<file path="src/rtl/multicycle_control.sv">
// Multicycle MIPS-subset control unit: seven-state FSM with Moore-decoded datapath controls.
// Opcode/Funct are captured at the end of DECODE, so later states ignore any changes on those inputs.
module multicycle_control (
    input  logic       clk,
    input  logic       reset,
    input  logic [5:0] Opcode,
    input  logic [5:0] Funct,
    input  logic       MemReady,
    output logic [2:0] ALUOp,
    output logic       PCWrite,
    output logic       PCWriteCond,
    output logic       BranchNE,
    output logic [1:0] PCSource,
    output logic       IorD,
    output logic       MemRead,
    output logic       MemWrite,
    output logic       IRWrite,
    output logic       RegWrite,
    output logic [1:0] RegDst,
    output logic [1:0] MemtoReg,
    output logic       ALUSrcA,
    output logic [1:0] ALUSrcB,
    output logic       IllegalOp,
    output logic [2:0] State
);

    localparam int unsigned OP_W = 6;

    typedef enum logic [2:0] {
        S_FETCH  = 3'd0,
        S_DECODE = 3'd1,
        S_EXEC   = 3'd2,
        S_MEM    = 3'd3,
        S_WB     = 3'd4,
        S_BRANCH = 3'd5,
        S_JUMP   = 3'd6,
        S_SPARE  = 3'd7
    } state_t;

    typedef enum logic [3:0] {
        C_RTYPE, C_ADDI, C_ANDI, C_ORI, C_LUI, C_LW, C_SW,
        C_BEQ, C_BNE, C_J, C_JAL, C_JR, C_ILLEGAL
    } class_t;

    // Map an opcode/funct pair to its instruction class.
    function automatic class_t classify(input logic [OP_W-1:0] op, input logic [OP_W-1:0] fn);
        class_t c;
        case (op)
            6'h00:   c = (fn == 6'h08) ? C_JR : C_RTYPE;
            6'h08:   c = C_ADDI;
            6'h0C:   c = C_ANDI;
            6'h0D:   c = C_ORI;
            6'h0F:   c = C_LUI;
            6'h23:   c = C_LW;
            6'h2B:   c = C_SW;
            6'h04:   c = C_BEQ;
            6'h05:   c = C_BNE;
            6'h02:   c = C_J;
            6'h03:   c = C_JAL;
            default: c = C_ILLEGAL;
        endcase
        return c;
    endfunction

    state_t            state_q, state_d;
    logic [OP_W-1:0]   op_q, fn_q;
    class_t            live_cls, held_cls;

    assign live_cls = classify(Opcode, Funct);
    assign held_cls = classify(op_q, fn_q);
    assign State    = state_q;

    // State register and instruction-field capture.
    always_ff @(posedge clk) begin
        if (reset) begin
            state_q <= S_FETCH;
            op_q    <= '0;
            fn_q    <= '0;
        end else begin
            state_q <= state_d;
            if (state_q == S_DECODE) begin
                op_q <= Opcode;
                fn_q <= Funct;
            end
        end
    end

    // Next-state and control decode; everything stays at zero while reset is high.
    always_comb begin
        state_d     = state_q;
        ALUOp       = 3'b000;
        PCWrite     = 1'b0;
        PCWriteCond = 1'b0;
        BranchNE    = 1'b0;
        PCSource    = 2'b00;
        IorD        = 1'b0;
        MemRead     = 1'b0;
        MemWrite    = 1'b0;
        IRWrite     = 1'b0;
        RegWrite    = 1'b0;
        RegDst      = 2'b00;
        MemtoReg    = 2'b00;
        ALUSrcA     = 1'b0;
        ALUSrcB     = 2'b00;
        IllegalOp   = 1'b0;

        if (!reset) begin
            case (state_q)
                S_FETCH: begin
                    MemRead = 1'b1;
                    ALUSrcB = 2'b01;
                    ALUOp   = 3'b011;
                    if (MemReady) begin
                        IRWrite = 1'b1;
                        PCWrite = 1'b1;
                        state_d = S_DECODE;
                    end
                end

                // Decode sees the live instruction fields; they are captured on this edge.
                S_DECODE: begin
                    ALUSrcB = 2'b11;
                    ALUOp   = 3'b011;
                    case (live_cls)
                        C_ILLEGAL: begin
                            IllegalOp = 1'b1;
                            state_d   = S_FETCH;
                        end
                        C_BEQ, C_BNE:     state_d = S_BRANCH;
                        C_J, C_JAL, C_JR: state_d = S_JUMP;
                        default:          state_d = S_EXEC;
                    endcase
                end

                S_EXEC: begin
                    ALUSrcA = 1'b1;
                    ALUSrcB = (held_cls == C_RTYPE) ? 2'b00 : 2'b10;
                    case (held_cls)
                        C_RTYPE: ALUOp = 3'b111;
                        C_ANDI:  ALUOp = 3'b000;
                        C_ORI:   ALUOp = 3'b001;
                        C_LUI:   ALUOp = 3'b101;
                        default: ALUOp = 3'b011;
                    endcase
                    state_d = (held_cls == C_LW || held_cls == C_SW) ? S_MEM : S_WB;
                end

                S_MEM: begin
                    IorD     = 1'b1;
                    MemRead  = (held_cls == C_LW);
                    MemWrite = (held_cls == C_SW);
                    if (MemReady) begin
                        state_d = (held_cls == C_LW) ? S_WB : S_FETCH;
                    end
                end

                S_WB: begin
                    RegWrite = 1'b1;
                    RegDst   = (held_cls == C_RTYPE) ? 2'b01 : 2'b00;
                    MemtoReg = (held_cls == C_LW) ? 2'b01 : 2'b00;
                    state_d  = S_FETCH;
                end

                S_BRANCH: begin
                    ALUSrcA     = 1'b1;
                    ALUSrcB     = 2'b00;
                    ALUOp       = 3'b100;
                    PCWriteCond = 1'b1;
                    PCSource    = 2'b01;
                    BranchNE    = (held_cls == C_BNE);
                    state_d     = S_FETCH;
                end

                S_JUMP: begin
                    PCWrite = 1'b1;
                    case (held_cls)
                        C_JR: PCSource = 2'b11;
                        C_JAL: begin
                            PCSource = 2'b10;
                            RegWrite = 1'b1;
                            RegDst   = 2'b10;
                            MemtoReg = 2'b10;
                            ALUOp    = 3'b110;
                        end
                        default: PCSource = 2'b10;
                    endcase
                    state_d = S_FETCH;
                end

                default: state_d = S_FETCH;
            endcase
        end
    end

endmodule
</file>
<file path="config.mk">
export PLATFORM = sky130hd
export DESIGN_NAME = multicycle_control
export DESIGN_NICKNAME = d
export VERILOG_FILES = /design/src/rtl/multicycle_control.sv
export SDC_FILE = /design/constraint.sdc
export NUM_CORES = 1
export LEC_CHECK = 0
export BUFFER_PORTS_ARGS = -buffer_cell sky130_fd_sc_hd__buf_4
export CAP_MARGIN = 40
export CORE_MARGIN = 3
export CORE_UTILIZATION = 45
export CTS_CLUSTER_SIZE = 16
export DETAILED_ROUTE_END_ITERATION = 10
export PLACE_DENSITY = 0.76
export SLEW_MARGIN = 0
export SYNTH_ARGS = -nofsm -noshare
export SYNTH_HDL_FRONTEND = slang
export SYNTH_SLANG_ARGS = --single-unit
</file>
<file path="constraint.sdc">
create_clock -name clk -period 2.14 [get_ports clk]
set_clock_uncertainty 0.1 [all_clocks]
set_input_delay 0 -clock clk [delete_from_list [all_inputs] [get_ports clk]]
set_output_delay 0 -clock clk [all_outputs]
set_load 0.05 [all_outputs]
</file>
==> flow_metrics.env, run 1 <==
export IMPL_layout_min_cycle_time_ns=2.14
export IMPL_hold_violations=0
export IMPL_r2r_end="State[2]$_SDFFE_PP0P_"
export IMPL_slew_headroom_pct=67.7
export IMPL_setup_viol=0
export IMPL_drc_errors=0
export IMPL_worstPathMaxFanout=4
export IMPL_hp_class="reg -> reg"
export IMPL_async_reset_ff_share_pct=0
export IMPL_ant_nets=0
export IMPL_synth_avg_cell_area_um2=6.96
export IMPL_yosysWarnings=0
export IMPL_nets=255
export IMPL_ys_seq_area_share_pct=22.5
export IMPL_dpl_hpwl_um=2870
export IMPL_worst_setup_path_end_kind="output pin"
export IMPL_grt_usage_pct=24.2
export IMPL_ys_seq_elements=15
export IMPL_synth_most_common_cell="nand2_1"
export IMPL_insertion_delay_ns=0.28
export IMPL_wl_per_cell_um=15.5
export IMPL_ys_flop_type="dfxtp_1"
export IMPL_synth_xor_area_share_pct=1.31
export IMPL_finalMaxSlewViolations=0
export IMPL_synth_simple_area_share_pct=40.3
export IMPL_synth_area_mm2=0.00134
export IMPL_start_kind="register"
export IMPL_cts_buffers=3
export IMPL_critPathKind="reg -> out"
export IMPL_leakagePower_nw=0.791
export IMPL_die_h_um=60.5
export IMPL_crit_path_max_incr_delay_ns=0.35
export IMPL_clockBufferDepth=2
export IMPL_rsz0062_at_grt="true"
export IMPL_yosys_area_share_adder_pct=0
export IMPL_root_buffer="clkbuf_4"
export IMPL_grt_pass1_wl_um=6810
export IMPL_nFillCells=232
export IMPL_clock_sinks=15
export IMPL_antenna_found_initial=0
export IMPL_crit_buf_inv=2
export IMPL_gp_congestion=0.978
export IMPL_synth_area_top_cells="dfxtp_1, a21oi_1, nand2_1, nor2_1, nand2b_1"
export IMPL_yosys_area_top_type="dfxtp_1"
export IMPL_start_util_pct=48.0
export IMPL_pin_count=39
export IMPL_syn_instance_count=192
export IMPL_grt_pass1_vias=1434
export IMPL_ir_worst_vdd_mv=0.475
export IMPL_fin_crit_sh_pct=99.9
export IMPL_cts_htree_levels=1
export IMPL_utilization_pct=68.6
export IMPL_n_antenna_cell=0
export IMPL_port_buffers=38
export IMPL_synth_distinct_cells=50
export IMPL_core_area_mm2=0.00278
export IMPL_min_to="fn_q[5]$_SDFFE_PP0P_"
export IMPL_synth_edf_count=0
export IMPL_r2r_slack_ns=0.43
export IMPL_synth_compound_area_share_pct=25.9
export IMPL_min_from="fn_q[5]$_SDFFE_PP0P_"
export IMPL_outcome="finished clean"
export IMPL_drt_vias_per_instance=5.89
export IMPL_reg2regPathDepth=6
export IMPL_max_cap_viol_count=0
export IMPL_initialDrtViolationCount=125
export IMPL_wirelength_um=4180
export IMPL_grt_overflow_total=0
export IMPL_grt_max_degree=21
export IMPL_synth_top_area_share_pct=22.5
export IMPL_synth_nets=207
export IMPL_holdPathStages=2
export IMPL_synth_commonest_cells="nand2_1, a21oi_1, nor2_1, dfxtp_1, clkbuf_1"
export IMPL_clk_pin_slew_worst_paths_ns=0.09
export IMPL_synth_top_family_by_area="simple AND/OR/NAND/NOR gates"
export IMPL_hold_worst_slack_ns=0.365
export IMPL_cts_tree="built"
export IMPL_synthToLayoutAreaGrowth_pct=42.8
export IMPL_fmax_ghz=0.468
export IMPL_r2r_start="op_q[5]$_SDFFE_PP0P_"
export IMPL_worstPathArrival_ns=2.04
export IMPL_die_w_um=60.5
export IMPL_muxShareOfSynthArea_pct=1.50
export IMPL_vias=1591
export IMPL_firstDrtPassIters=4
export IMPL_drive_gt1_share_pct=34.7
export IMPL_crit_family="simple AND/OR/NAND/NOR gates"
export IMPL_crit_required_ns=2.04
export IMPL_crit_chain="nor4b_4 > and3b_1 > o311a_4 > nand4_1 > buf_4 > a21oi_2 > buf_6"
export IMPL_die_area_mm2=0.00366
export IMPL_rows=19
export IMPL_worst_slew_pin_transition_ns=0.484
export IMPL_power_density_mw_per_mm2=398
export IMPL_slowest_stage="dfxtp_2"
## worst register-to-register path, stage by stage (launching register included)
cell and delay (ns):
dfxtp_4 0.45, nand4b_4 0.19, inv_2 0.14, nand3_1 0.15, a211oi_1 0.26, a31oi_1 0.07, a311oi_1 0.26
## logic make-up (layout without fill, tap and decap cells)
| logic type | Yosys count | count (layout) |
|---|---|---|
| flops | 15 | 15 |
| xor+xnor | 2 | 2 |
| compound gates | 50 | 50 |
| mux | 2 | 2 |
| simple gates | 100 | 100 |
| buf+inv | 23 | 70 |
## where the power goes
part / leakage [nW] / switching (W) / internal, W / total, W
Sequential: 0.128 / 0.0000270 / 0.000291 / 0.000318
Combinational: 0.645 / 0.000160 / 0.000120 / 0.000280
Clock: 0.0177 / 0.0000918 / 0.0000694 / 0.000161
Total: 0.791 / 0.000279 / 0.000480 / 0.000759
## worst max path at each step
stage | slack (ns) | start | depth (start not counted) | end
final | 0.002 | fn_q[1]$_SDFFE_PP0P_ | 7 | RegWrite
after floorplan | -0.32 | State[2]$_SDFFE_PP0P_ | 5 | PCWrite
after detailed placement | 0.04 | op_q[1]$_SDFFE_PP0P_ | 7 | ALUOp[2]
after global routing | -0.08 | fn_q[1]$_SDFFE_PP0P_ | 7 | RegWrite
after CTS | 0.0001 | fn_q[3]$_SDFFE_PP0P_ | 7 | ALUOp[1]
after global placement | 0.15 | op_q[1]$_SDFFE_PP0P_ | 7 | ALUOp[2]
## cell type report
type                    count  area, µm²  share of cell area (%)
clock buffers               3       22.5                    1.18
clock inverters             1       5.00                   0.262
inverters                   7       26.3                    1.38
multi-input cells         154       1000                    52.6
flip-flops and latches     15        323                    16.9
well taps                  31       38.8                    2.03
repair buffers             59        489                    25.6
## stage by stage
| stage | instance area, µm² | power, W | std cells | TNS, ns | setup slack, ns |
|---|---|---|---|---|---|
| after global placement | 1640 | 0.000552 | 249 | 0 | 0.151 |
| after CTS | 1870 | 0.000748 | 268 | 0 | 0.000132 |
| after global routing | 1910 | 0.000799 | 270 | -0.355 | -0.0829 |
| final | 1910 | 0.000759 | 270 | 0 | 0.00226 |
| after detailed placement | 1640 | 0.000561 | 249 | 0 | 0.0352 |
| after floorplan | 1380 | 0.000492 | 192 | -0.419 | -0.318 |
## what timing repair did
action / CTS / global route
pin swaps: 0 / 5
hold endpoints to repair: 15 / 0
buffers inserted: 1 / 2
hold buffers: 14 / 0
endpoints found under the setup margin: 5 / 5
gates resized for setup: 16 / 8
## cells in the final DEF, fill, tap and decap left out, drive strengths merged, types with 2 or more instances in the layout
cell / netlist / routed
nor2b: 4 / 4
nor3b: 2 / 2
inv: 7 / 7
or2: 2 / 2
nor2: 23 / 23
mux2i: 2 / 2
a21oi: 24 / 24
nor4b: 2 / 2
dfxtp: 15 / 15
nor3: 6 / 6
a41o: 2 / 2
o311a: 2 / 2
nand3b: 2 / 2
xnor2: 2 / 2
o21ai: 7 / 7
dlygate4sd3: 0 / 14
nand3: 5 / 5
a211oi: 3 / 3
and3: 3 / 3
nand2: 31 / 31
nor4: 4 / 4
buf: 7 / 45
clkbuf: 9 / 3
nand2b: 8 / 8
a31oi: 3 / 3
and3b: 3 / 3
## sequential cells by signal, summed over array words and instances (netlist names)
signal  flops
State       3
fn_q        6
op_q        6
## per-layer routing
metal  GRT usage (%)  up-vias  wire (µm)
li1                -      781          -
met1            31.4      744       1740
met2            42.0       56       2170
met3            2.13       10        162
met4            8.36        0        106
met5               0        -          0
Note: power is estimated with default switching activity, not from simulation.
==> run 2, diff against run 1 <==
- CELL_PAD_IN_SITES_DETAIL_PLACEMENT: not set -> 0
- CELL_PAD_IN_SITES_GLOBAL_PLACEMENT: not set -> 1
- CORE_UTILIZATION: 45 -> 36
- PLACE_DENSITY: 0.76 -> 0.85
- clock period: 2.14 -> 2.3 ns (I/O delays scaled with it)
==> run 2 against run 1 <==
Register-to-register slack lost 0.21 ns. Clock power up 35%. Sequential share of layout area down 1.3 points. Global-route usage is 4.5 points lower. Largest power group unchanged. Sequential cell count unchanged. Combinational power fell by 7.5%.
==> flow_metrics.env, run 2 (synthesized netlist as in run 1, its figures left out) <==
export IMPL_reg2regPathDepth=7
export IMPL_ir_worst_vdd_mv=0.210
export IMPL_comb_power_share_pct=33.5
export IMPL_finalMaxSlewViolations=0
export IMPL_crit_buf_inv=1
export IMPL_grt_pass1_wl_um=6840
export IMPL_vias=1570
export IMPL_worst_setup_path_end_kind="output pin"
export IMPL_clockBufferDepth=2
export IMPL_start_kind="register"
export IMPL_critPathKind="reg -> out"
export IMPL_net_switching_power_w=0.000265
export IMPL_die_h_um=66.9
export IMPL_pwr_share_seq_pct=38.4
export IMPL_setup_viol=0
export IMPL_min_to="State[2]$_SDFFE_PP0P_"
export IMPL_dpl_hpwl_um=2810
export IMPL_root_buffer="clkbuf_8"
export IMPL_clock_sinks=15
export IMPL_final_cell_mix="buf_4, nand2_1, dlygate4sd3_1, a21oi_1, nor2_1"
export IMPL_fin_crit_sh_pct=94.4
export IMPL_min_from="MemReady"
export IMPL_r2r_start="State[1]$_SDFFE_PP0P_"
export IMPL_wl_per_cell_um=14.0
export IMPL_crit_family="compound AO/OA/AOI/OAI gates"
export IMPL_outcome="finished clean"
export IMPL_crit_chain="and3b_1 > o311a_4 > a2111oi_4 > and3_1 > a211oi_2 > buf_4"
export IMPL_synthToLayoutAreaGrowth_pct=47.2
export IMPL_hp_class="in -> reg"
export IMPL_firstDrtPassIters=4
export IMPL_cts_buffers=3
export IMPL_fmax_ghz=0.460
export IMPL_grt_max_degree=21
export IMPL_grt_pass1_vias=1460
export IMPL_r2r_slack_ns=0.22
export IMPL_initialDrtViolationCount=127
export IMPL_port_buffers=38
export IMPL_max_cap_viol_count=0
export IMPL_r2r_end="op_q[5]$_SDFFE_PP0P_"
export IMPL_nFillCells=341
export IMPL_grt_usage_pct=19.6
export IMPL_internal_power_w=0.000508
export IMPL_power_w=0.000772
export IMPL_multiInputGateArea_um2=965
export IMPL_slowest_stage="dfxtp_2"
export IMPL_swShare_pct=34.2
export IMPL_drt_vias_per_instance=5.34
export IMPL_insertion_delay_ns=0.25
export IMPL_rsz0062_at_grt="true"
export IMPL_leakagePower_nw=0.848
export IMPL_rows=21
export IMPL_pin_count=39
export IMPL_hold_violations=0
export IMPL_worstPathArrival_ns=2.07
export IMPL_wirelength_um=4110
export IMPL_layout_min_cycle_time_ns=2.17
export IMPL_nets=263
export IMPL_worst_slew_pin_transition_ns=0.442
export IMPL_die_w_um=66.9
export IMPL_start_util_pct=38.8
export IMPL_antenna_found_initial=0
export IMPL_final_common_cell="buf_4"
export IMPL_drc_errors=0
export IMPL_crit_path_max_incr_delay_ns=0.49
export IMPL_clk_pin_slew_worst_paths_ns=0.06
export IMPL_ff_latch_area_um2=307
export IMPL_grt_overflow_total=0
export IMPL_power_density_mw_per_mm2=393
export IMPL_holdPathStages=3
export IMPL_gp_congestion=0.982
export IMPL_ant_nets=0
export IMPL_drive_gt1_share_pct=28.7
export IMPL_cts_htree_levels=1
export IMPL_slew_headroom_pct=70.5
export IMPL_core_area_mm2=0.00344
export IMPL_hold_worst_slack_ns=0.00419
export IMPL_crit_required_ns=2.20
export IMPL_die_area_mm2=0.00448
export IMPL_worstPathMaxFanout=13
export IMPL_clkPwrFrac_pct=28.1
export IMPL_cts_tree="built"
## run 2: cell count changes in the layout (fill, tap and decap cells not counted), sizes merged
| cell | delta |
|---|---|
| dlygate4sd3 | +10 |
| buf | -2 |
| diode | +1 |
## run 2: metal layers
layer | GRT usage [%] | wire length (µm) | vias to the layer above
met1 | 28.0 | 1970 | 742
met4 | 6.08 | 20 | 0
met5 | 0 | 0 | -
met3 | 2.19 | 138 | 3
met2 | 30.4 | 1970 | 35
li1 | - | - | 790
## run 2: worst reg2reg max path, delay by kind of cell, from the launching register on
family	cells	cell delay, ns
AO/OA/AOI/OAI	1	0.13
AND/OR/NAND/NOR	3	0.54
buffers and inverters	3	0.93
flip-flops	1	0.30
## run 2: through the flow
stage | util [%] | instances | setup TNS, ns | setup WS, ns | cell area, µm²
2_1_floorplan | - | 192 | -0.266 | -0.134 | 1360
3_3_place_gp | 47.9 | 264 | 0 | 0.252 | 1650
3_5_place_dp | 47.9 | 264 | 0 | 0.229 | 1650
4_1_cts | 56.3 | 292 | 0 | 0.0304 | 1940
5_1_grt | 57.1 | 293 | 0 | 0.00642 | 1960
6_report | 57.1 | 294 | 0 | 0.128 | 1970
## run 2: worst max-delay path by stage
stage	start	to	slack (ns)	cells past startpoint
floorplan	State[2]$_SDFFE_PP0P_	PCWrite	-0.13	5
global placement	op_q[0]$_SDFFE_PP0P_	ALUOp[1]	0.25	6
detailed placement	op_q[0]$_SDFFE_PP0P_	ALUOp[1]	0.23	6
CTS	fn_q[0]$_SDFFE_PP0P_	ALUOp[1]	0.03	6
global route	op_q[0]$_SDFFE_PP0P_	ALUOp[2]	0.006	7
finish	op_q[0]$_SDFFE_PP0P_	ALUOp[1]	0.13	6
## run 2: layout make-up
class,instances,share of cell area (%)
diodes,1,0.127
clock buffers,3,2.10
clock inverters,1,0.254
inverters,7,1.34
multi-input cells,154,49.0
flip-flops and latches,15,15.6
well taps,46,2.93
repair buffers,67,28.6
## run 2: what timing repair did
action	in CTS	in global routing
pin swaps	0	0
endpoints found under the setup margin	2	18
hold buffers	24	0
endpoints found under the hold margin	13	0
buffers inserted	0	1
resized for setup	2	5
## run 2: power groups by stage
stage / Combinational [W] / Clock (W) / Sequential, W
after global placement: 0.000224 / 0 / 0.000299
after global routing: 0.000282 / 0.000232 / 0.000299
after CTS: 0.000252 / 0.000219 / 0.000294
after detailed placement: 0.000222 / 0 / 0.000300
after floorplan: 0.000166 / 0 / 0.000291
final: 0.000259 / 0.000217 / 0.000296
